`src/rtl/pi_seg_pkg.sv`:
```
// Shared types and constants for the pi seven-segment checker: FSM states,
// segment glyph codes (a..g in bits 0..6) and the reference digits of pi.
package pi_seg_pkg;

  typedef enum logic [1:0] {
    HUNT  = 2'd0,
    CHECK = 2'd1,
    PASS  = 2'd2,
    FAIL  = 2'd3
  } state_t;

  localparam logic [6:0] SEG_0 = 7'h3F;
  localparam logic [6:0] SEG_1 = 7'h06;
  localparam logic [6:0] SEG_2 = 7'h5B;
  localparam logic [6:0] SEG_3 = 7'h4F;
  localparam logic [6:0] SEG_4 = 7'h66;
  localparam logic [6:0] SEG_5 = 7'h6D;
  localparam logic [6:0] SEG_6 = 7'h7D;
  localparam logic [6:0] SEG_7 = 7'h07;
  localparam logic [6:0] SEG_8 = 7'h7F;
  localparam logic [6:0] SEG_9 = 7'h6F;

  // Variant glyphs some display drivers emit for 6, 7 and 9.
  localparam logic [6:0] SEG_6_ALT = 7'h7C;
  localparam logic [6:0] SEG_7_ALT = 7'h27;
  localparam logic [6:0] SEG_9_ALT = 7'h67;

  localparam int PI_MAX_LEN = 32;

  localparam logic [3:0] PI_DIGITS [PI_MAX_LEN] = '{
    4'd3, 4'd1, 4'd4, 4'd1, 4'd5, 4'd9, 4'd2, 4'd6,
    4'd5, 4'd3, 4'd5, 4'd8, 4'd9, 4'd7, 4'd9, 4'd3,
    4'd2, 4'd3, 4'd8, 4'd4, 4'd6, 4'd2, 4'd6, 4'd4,
    4'd3, 4'd3, 4'd8, 4'd3, 4'd2, 4'd7, 4'd9, 4'd5
  };

  function automatic logic [3:0] pi_digit(input logic [4:0] idx);
    return PI_DIGITS[idx];
  endfunction

endpackage

```
`src/rtl/seg7_to_bcd.sv`:
```
// Combinational seven-segment to BCD decoder with a legality flag.
// Defining PI_SEG_ALT_GLYPH_EN additionally accepts the variant 6/7/9 glyphs.
module seg7_to_bcd
  import pi_seg_pkg::*;
(
  input  logic [6:0] seg,
  output logic [3:0] digit,
  output logic       legal
);

  always_comb begin
    digit = 4'd0;
    legal = 1'b1;
    case (seg)
      SEG_0:     digit = 4'd0;
      SEG_1:     digit = 4'd1;
      SEG_2:     digit = 4'd2;
      SEG_3:     digit = 4'd3;
      SEG_4:     digit = 4'd4;
      SEG_5:     digit = 4'd5;
      SEG_6:     digit = 4'd6;
      SEG_7:     digit = 4'd7;
      SEG_8:     digit = 4'd8;
      SEG_9:     digit = 4'd9;
`ifdef PI_SEG_ALT_GLYPH_EN
      SEG_6_ALT: digit = 4'd6;
      SEG_7_ALT: digit = 4'd7;
      SEG_9_ALT: digit = 4'd9;
`endif
      default:   legal = 1'b0;
    endcase
  end

endmodule

```
`config.mk`:
```
export PLATFORM = sky130hd
export DESIGN_NAME = seg7_to_bcd
export DESIGN_NICKNAME = d
export VERILOG_FILES = /design/src/rtl/pi_seg_pkg.sv /design/src/rtl/seg7_to_bcd.sv
export SDC_FILE = /design/constraint.sdc
export NUM_CORES = 1
export LEC_CHECK = 0
export BUFFER_PORTS_ARGS = -buffer_cell sky130_fd_sc_hd__buf_2
export CAP_MARGIN = 20
export CORE_AREA = 2 2 39 41
export DETAILED_ROUTE_END_ITERATION = 6
export DIE_AREA = 0 0 41 43
export PLACE_DENSITY = 0.44
export SLEW_MARGIN = 15
export SYNTH_ARGS = -nofsm -noshare
export SYNTH_HDL_FRONTEND = slang
export SYNTH_SLANG_ARGS = --single-unit
export TNS_END_PERCENT = 30
```
`constraint.sdc`:
```
create_clock -name vclk -period 2.9
set_clock_uncertainty 0.05 [all_clocks]
set_input_delay 0.58 -clock vclk [all_inputs]
set_output_delay 0.58 -clock vclk [all_outputs]
set_load 0.01 [all_outputs]
```
==> results of run 1 <==
[report_power, final]
part           internal (mW)  switching [mW]
Combinational         0.0118          0.0161
Sequential                 0               0
Clock                      0               0
Total                 0.0118          0.0161
[final cells by class]
cell class	count	area, um^2
Tap cell	16	20.0
Timing Repair Buffer	12	60.1
Multi-Input combinational cell	30	185
Fill cell	163	1120
[final timing paths]
kind,end,start
setup / recovery,legal,seg[6]
hold / removal,digit[3],seg[0]
[metrics by stage]
step,instance area (um^2),std cells
2_1_floorplan,201,32
6_report,265,58
3_3_place_gp,265,58
3_5_place_dp,265,58
4_1_cts,265,58
5_1_grt,265,58
[per-layer routing]
metal | share of wire, % | routed length, um | global-route usage (%) | vias to the layer above
met3 | 1.8 | 10 | 0 | 0
met5 | 0 | 0 | 0 | -
met4 | 0 | 0 | 0 | 0
met1 | 49 | 274 | 10.8 | 117
met2 | 49 | 275 | 9.69 | 4
li1 | - | - | - | 142
[cells in the mapped netlist (all sizes together)]
cell and number:
o21bai 1, or3b 2, nand2b 1, a21boi 2, buf 2, nor3 3
a211oi 1, nand3 3, nand4bb 1, a31oi 1, nand2 2, nor2 3
a21oi 3, xor2 1, a21o 1, nor4 1, or2 1, nand3b 2
or3 1
[cells by family (layout without fill, tap and decap cells)]
| group | after synthesis | count (layout) | synth area share, % |
|---|---|---|---|
| AOI/OAI and AO/OA | 9 | 9 | 29.2 |
| and+or+nand+nor | 20 | 20 | 58.4 |
| xor gates and xnor gates | 1 | 1 | 4.35 |
| buffers and inverters | 2 | 12 | 8.07 |
[worst min-delay path, stage by stage]
cell	delay (ns)
buf_2	0.14
nand3_1	0.09
nor2_1	0.05
buf_2	0.13
==> impl_results.md, run 1 <==
- Critical path's most frequent cell: buf_2
- Die H: 43 um
- Post-Syn Nets: 39
- Final core occ: 19.2%
- Minimum clock period: ~2.2 ns
- Share of the synthesized area in the top cell type: 8.70%
- PwrDens: 105 nW/um^2
- Worst slew pin tran: about 0.24 ns
- CP Buf/Inv Count: 2
- Max-capacitance violation count: 0
- Critical path class: primary input to output pin
- FF/Latch Area: 0 um^2
- Max Freq: around 460 MHz
- Top cells by area, synth: or3b_1 (8.7%), a21oi_1 (7.5%), nand3_1 (7.5%)
- Leading area contributor after synthesis: or3b_1
- Final worst setup slack: 0.707 ns
- Layout cells sized above 1: a little under a third
- Grt ovf: 0
- Min Hold Slack: between 1.5 and 2 ns
- Sequential element share of the synthesized area: 0%
- Synthesized area: between 200 and 250 um^2
- Distinct cells, synth: 21
- Io pins: 12
- Number of global-route vias before repair: about 210
- Initial antenna violation count: 0
- Clock buffer count in the final layout: 0
- Flip-flop and latch count: 0
- Syn avg cell area: 6.30 um^2
- Critical path, cell by cell: buf_2, or3b_1, a211oi_1, or3_1, buf_2
- WHS Path Cells: 4
- Starting Density: 14.6%
- Crit path depth: 5
- Placement Setup Slack: 0.694 ns
- Max-slew violation count: 0
- Max IR drop VDD: 25.7 uV
- Dpl hpwl: 446 um
- Design Power: 0.0279 mW
- DR WL/cell: roughly 9.6 um
- Row cnt: 14
- Via count: ~260
- # Post-CTS Setup Buffers: 0
- Slowest cell on the critical path: or3b_1
- Largest net degree at the start of global routing: 12
- P&R area growth vs syn: 31.7%
- Antenna diodes: 0
- Die area: approximately 1800 um^2
- Hold-fix buffers, CTS: 0
- First-pass GRT wire length: 883 um
- IO buf count: 12
- Worst min path class: primary input to output pin
- Final Hold Violating Endpoints: 0
- Resize count post-CTS: 0
- Period utilisation layout: around 76%
- CP required: roughly 2.3 ns
- DRT Wirelength: between 500 and 600 um
- Vias/cell: between 4 and 5
- Status: complete, no violations
- DRT Pass-1 Iters: 2
- CP arrival: between 1.5 and 2 ns
- CP top delay family: simple AND/OR/NAND/NOR gates
- DRC viols: 0
- Total track usage: 6.49%
- Die Wd: about 40 um
- Setup TNS: 0 ns
- Critical path capture point type: output pin
- RSZ-0062 raised after global routing: false
- Post-synthesis instance total: 32
- Layout Nets: between 50 and 60
- Commonest non-fill, non-tap cell in the layout: buf_2
- GPL Wtd Cong: ~0.75
- Initial drt markers: 3
- Post-DRT Antenna Nets: 0
- Most frequent cells in the layout: buf_2 (12), nand3_1 (3), nor2_1 (3), nor3_1 (3), a21oi_1 (3)
- Type of origin of the critical path: primary input
- Max incr delay on CP: between 0.3 and 0.4 ns
- CP Max Fanout: 10
- Leakage power: between 0.1 and 0.15 nW
- Final setup vio count: 0
- Area of the core: between 1000 and 1500 um^2
- Yosys warns: 0
- Max transition margin: between 80% and 90%
Note: power is estimated with default switching activity, not from simulation.
==> run 2, diff against run 1 <==
--- a/config.mk
+++ b/config.mk
@@ -10,7 +10,7 @@
 export CORE_AREA = 2 2 39 41
 export DETAILED_ROUTE_END_ITERATION = 6
 export DIE_AREA = 0 0 41 43
-export PLACE_DENSITY = 0.44
+export PLACE_DENSITY = 0.46
 export SLEW_MARGIN = 15
 export SYNTH_ARGS = -nofsm -noshare
 export SYNTH_HDL_FRONTEND = slang
==> constraint.sdc (replaced) <==
create_clock -name vclk -period 2
set_clock_uncertainty 0.05 [all_clocks]
set_input_delay 0.4 -clock vclk [all_inputs]
set_output_delay 0.4 -clock vclk [all_outputs]
set_load 0.01 [all_outputs]
==> impl_results.md, run 2 (synthesized netlist as in run 1, its figures left out) <==
- Final worst setup slack: about 0.16 ns
- Die H: roughly 43 um
- First-pass GRT wire length: between 900 and 1000 um
- Clock Power Share: 0%
- Placement Setup Slack: 0.161 ns
- Antenna diodes: 0
- Critical path class: primary input to output pin
- Setup crit start: seg[6]
- GPL Wtd Cong: ~0.73
- Status: complete, no violations
- # Post-CTS Setup Buffers: 0
- Net Sw Frac: 57.3%
- Critical path capture point type: output pin
- Sequential share of power: 0%
- Type of origin of the critical path: primary input
- Flip-flop and latch count: 0
- Finished Cell Area: 265 um^2
- Vias/cell: roughly 4.8
- IO buf count: 12
- Max Freq: roughly 540 MHz
- Minimum clock period: roughly 1.8 ns
- Max-slew violation count: 0
- Die Wd: roughly 41 um
- CP arrival: 1.39 ns
- Io pins: 12
- Max-capacitance violation count: 0
- Leakage power: 0.119 nW
- Psw: roughly 0.023 mW
- Largest net degree at the start of global routing: 12
- Post-DRT Antenna Nets: 0
- Worst slew pin tran: 0.235 ns
- Layout Nets: just over 50
- Dpl hpwl: 436 um
- Max transition margin: between 80% and 90%
- Via count: approximately 280
- Resize count post-CTS: 0
- P_int: 0.0172 mW
- Final Hold Violating Endpoints: 0
- Worst hold start: seg[0]
- Comb pwr share: 100.0%
- P&R area growth vs syn: 31.7%
- Worst min path class: primary input to output pin
- Hold-fix buffers, CTS: 0
- DR WL/cell: 9.60 um
- Most frequent cells in the layout: buf_2 (12), nand3_1 (3), nor2_1 (3), nor3_1 (3), a21oi_1 (3)
- Die area: roughly 1800 um^2
- FF/Latch Area: 0 um^2
- Final setup vio count: 0
- Min Hold Slack: 1.15 ns
- Clock buffer count in the final layout: 0
- RSZ-0062 raised after global routing: false
- Row cnt: 14
- PwrDens: approximately 150 nW/um^2
- Starting Density: ~15%
- Initial drt markers: 4
- DRT Wirelength: 557 um
- Setup TNS: 0 ns
- CP required: ~1.6 ns
- Layout cells sized above 1: a little under a third
- Commonest non-fill, non-tap cell in the layout: buf_2
- DRC viols: 0
- CP Max Fanout: 10
- Fill cells: 155
- Grt ovf: 0
- Total track usage: between 6 and 7%
- Placed inst area: 265 um^2
- Period utilisation layout: 91.8%
- DRT Pass-1 Iters: 4
- Number of global-route vias before repair: between 200 and 250
- Initial antenna violation count: 0
- Max IR drop VDD: 40.7 uV
- Area of the core: around 1400 um^2
[run 2: cell counts in the layout (fill, tap and decap cells not counted)]
No cell type changed its count.
[run 2: path summary, 6_finish.rpt]
path	slack (ns)	cells past startpoint	endpoint
setup / recovery	0.16	5	legal
hold / removal	1.15	4	digit[3]
[run 2: worst max-delay path, stage by stage]
cell and delay (ns):
buf_2 0.18, or3b_1 0.36, a211oi_1 0.19, or3_1 0.13
buf_2 0.12
[run 2: final cells by class]
cell class / instances / area [um^2] / share of cell area (%)
multi-input combinational: 30 / 185 / 69.8
tap: 16 / 20.0 / 7.55
timing repair buffer: 12 / 60.1 / 22.6
[run 2: power by group through the flow]
stage / clock [mW] / combinational (mW) / sequential (mW)
floorplan: 0 / 0.0244 / 0
global placement: 0 / 0.0398 / 0
detailed placement: 0 / 0.0405 / 0
CTS: 0 / 0.0406 / 0
global route: 0 / 0.0451 / 0
finish: 0 / 0.0402 / 0
[run 2: layer usage]
metal  wire, um  vias up  GRT usage (%)
met4          0        0              0
met2        289        9           10.6
met1        244      128           10.8
met5          0        -              0
li1           -      141              -
met3         23        0              0
[run 2: per-stage QoR]
stage	util, %	power (mW)	std cells
after global routing	19.2	0.0451	58
after global placement	19.2	0.0398	58
after floorplan	-	0.0244	32
after CTS	19.2	0.0406	58
final	19.2	0.0402	58
after detailed placement	19.2	0.0405	58
==> run 3, diff against run 2 <==
--- a/config.mk
+++ b/config.mk
@@ -5,12 +5,13 @@
 export SDC_FILE = /design/constraint.sdc
 export NUM_CORES = 1
 export LEC_CHECK = 0
+export ABC_AREA = 1
 export BUFFER_PORTS_ARGS = -buffer_cell sky130_fd_sc_hd__buf_2
 export CAP_MARGIN = 20
 export CORE_AREA = 2 2 39 41
 export DETAILED_ROUTE_END_ITERATION = 6
 export DIE_AREA = 0 0 41 43
-export PLACE_DENSITY = 0.46
+export PLACE_DENSITY = 0.48
 export SLEW_MARGIN = 15
 export SYNTH_ARGS = -nofsm -noshare
 export SYNTH_HDL_FRONTEND = slang
==> impl_results.md, run 3 <==
- CP arrival: 1.17 ns
- Leakage power: 0.186 nW
- Flip-flop and latch count: 0
- Post-synth top cells: nand2_1 (13), nor2_1 (13), nand3_1 (8)
- DRT Pass-1 Iters: 4
- Post-synthesis xor/xnor area fraction: 0%
- Grt ovf: 0
- Via count: 316
- Synthesized area: between 200 and 250 um^2
- Die Wd: approximately 41 um
- P&R area growth vs syn: 34.4%
- DRT Wirelength: roughly 580 um
- Max-slew violation count: 0
- First-pass GRT wire length: between 1000 and 1500 um
- Period utilisation layout: 81.0%
- Share of the synthesized area in the top cell type: around a fifth
- Largest family of logic cells by synthesized area: simple AND/OR/NAND/NOR gates
- Critical path class: primary input to output pin
- CP required: 1.55 ns
- Layout Nets: between 70 and 80
- Critical path, cell by cell: buf_2, nand2_2, nor2_2, nand2_1, nand2_1, nor2_1, nand3_1, buf_2
- Most frequent cells in the layout: nor2_1 (13), nand2_1 (13), buf_2 (12), nand3_1 (8), inv_1 (6)
- Status: complete, no violations
- IO buf count: 12
- CP Max Fanout: 5
- Max-capacitance violation count: 0
- DRC viols: 0
- Max incr delay on CP: 0.14 ns
- GPL Wtd Cong: approximately 0.75
- Syn avg cell area: ~4.6 um^2
- Leading area contributor after synthesis: nand2_1
- Layout cells sized above 1: between 30% and 40%
- Distinct cells, synth: 9
- Post-DRT Antenna Nets: 0
- Final setup vio count: 0
- Setup TNS: 0 ns
- Min Hold Slack: about 1.1 ns
- Compound-Gate Fraction of Synth Area: approximately 2.2%
- Max transition margin: approximately 90%
- Number of global-route vias before repair: about 280
- Post-synthesis instance total: between 50 and 60
- Total track usage: 7.99%
- Minimum clock period: approximately 1.6 ns
- Io pins: 12
- Antenna diodes: 0
- Sequential element share of the synthesized area: 0%
- Dpl hpwl: around 530 um
- # Post-CTS Setup Buffers: 0
- Critical path capture point type: output pin
- Mux cell area share after synthesis: 0%
- Final Hold Violating Endpoints: 0
- RSZ-0062 raised after global routing: false
- Worst slew pin tran: ~0.14 ns
- Clock buffer count in the final layout: 0
- Area of the core: approximately 1400 um^2
- Largest net degree at the start of global routing: 6
- Top cells by area, synth: nand2_1 (21%), nor2_1 (21%), nand3_1 (17%)
- Final core occ: a little under a quarter
- Type of origin of the critical path: primary input
- Starting Density: 16.8%
- Initial antenna violation count: 0
- Die H: between 40 and 50 um
- Row cnt: 14
- PwrDens: around 130 nW/um^2
- Vias/cell: ~4.0
- Die area: roughly 1800 um^2
- Slowest cell on the critical path: buf_2
- Max Freq: a little over 600 MHz
- Post-Syn Nets: between 50 and 60
- DR WL/cell: between 7 and 8 um
- FF/Latch Area: 0 um^2
- Hold-fix buffers, CTS: 0
- Max IR drop VDD: about 37 uV
- Synth Area in Simple Gates: a little over four fifths
- Initial drt markers: 5
- Resize count post-CTS: 0
- Worst min path class: primary input to output pin
- Post-Synth Adder-Cell Area: 0%
- Yosys warns: 0
[run 3: cell families after synthesis]
| family | after synthesis |
|---|---|
| buf+inv | 8 |
| compound gates | 1 |
| simple gates | 42 |
[run 3: critical path: cells and delay by family]
| kind | cells | cell delay (ns) |
|---|---|---|
| AND/OR/NAND/NOR | 6 | 0.49 |
| buffers and inverters | 2 | 0.27 |
[run 3: power by group]
part	switching [mW]	internal (mW)	leakage, nW
sequential	0	0	0
clock	0	0	0
combinational	0.0259	0.0149	0.186
[run 3: path summary, 6_finish.rpt]
path | start | to | slack, ns | cells after the start
worst max-delay path | seg[6] | legal | 0.38 | 8
worst min-delay path | seg[5] | digit[3] | 1.14 | 4
[run 3: stage by stage]
step / setup WS, ns / cells / area [um^2] / total power, mW
5_1_grt: 0.245 / 79 / 313 / 0.0463
3_3_place_gp: 0.381 / 79 / 313 / 0.0411
3_5_place_dp: 0.379 / 79 / 313 / 0.0412
4_1_cts: 0.378 / 79 / 313 / 0.0414
2_1_floorplan: 0.637 / 51 / 233 / 0.0233
6_report: 0.381 / 79 / 313 / 0.0408
[run 3: metal layers]
metal	vias to the layer above	GRT usage [%]	part of all wire, %
li1	179	-	-
met1	131	12.3	46
met2	6	12.8	49
met3	0	0	4.7
met4	0	0	0
met5	-	0	0
[run 3: layout make-up]
class,instances,area (um^2)
Multi-Input combinational cell,43,203
Timing Repair Buffer,12,60.1
Inverter,8,30.0
Tap cell,16,20.0
Fill cell,161,1070
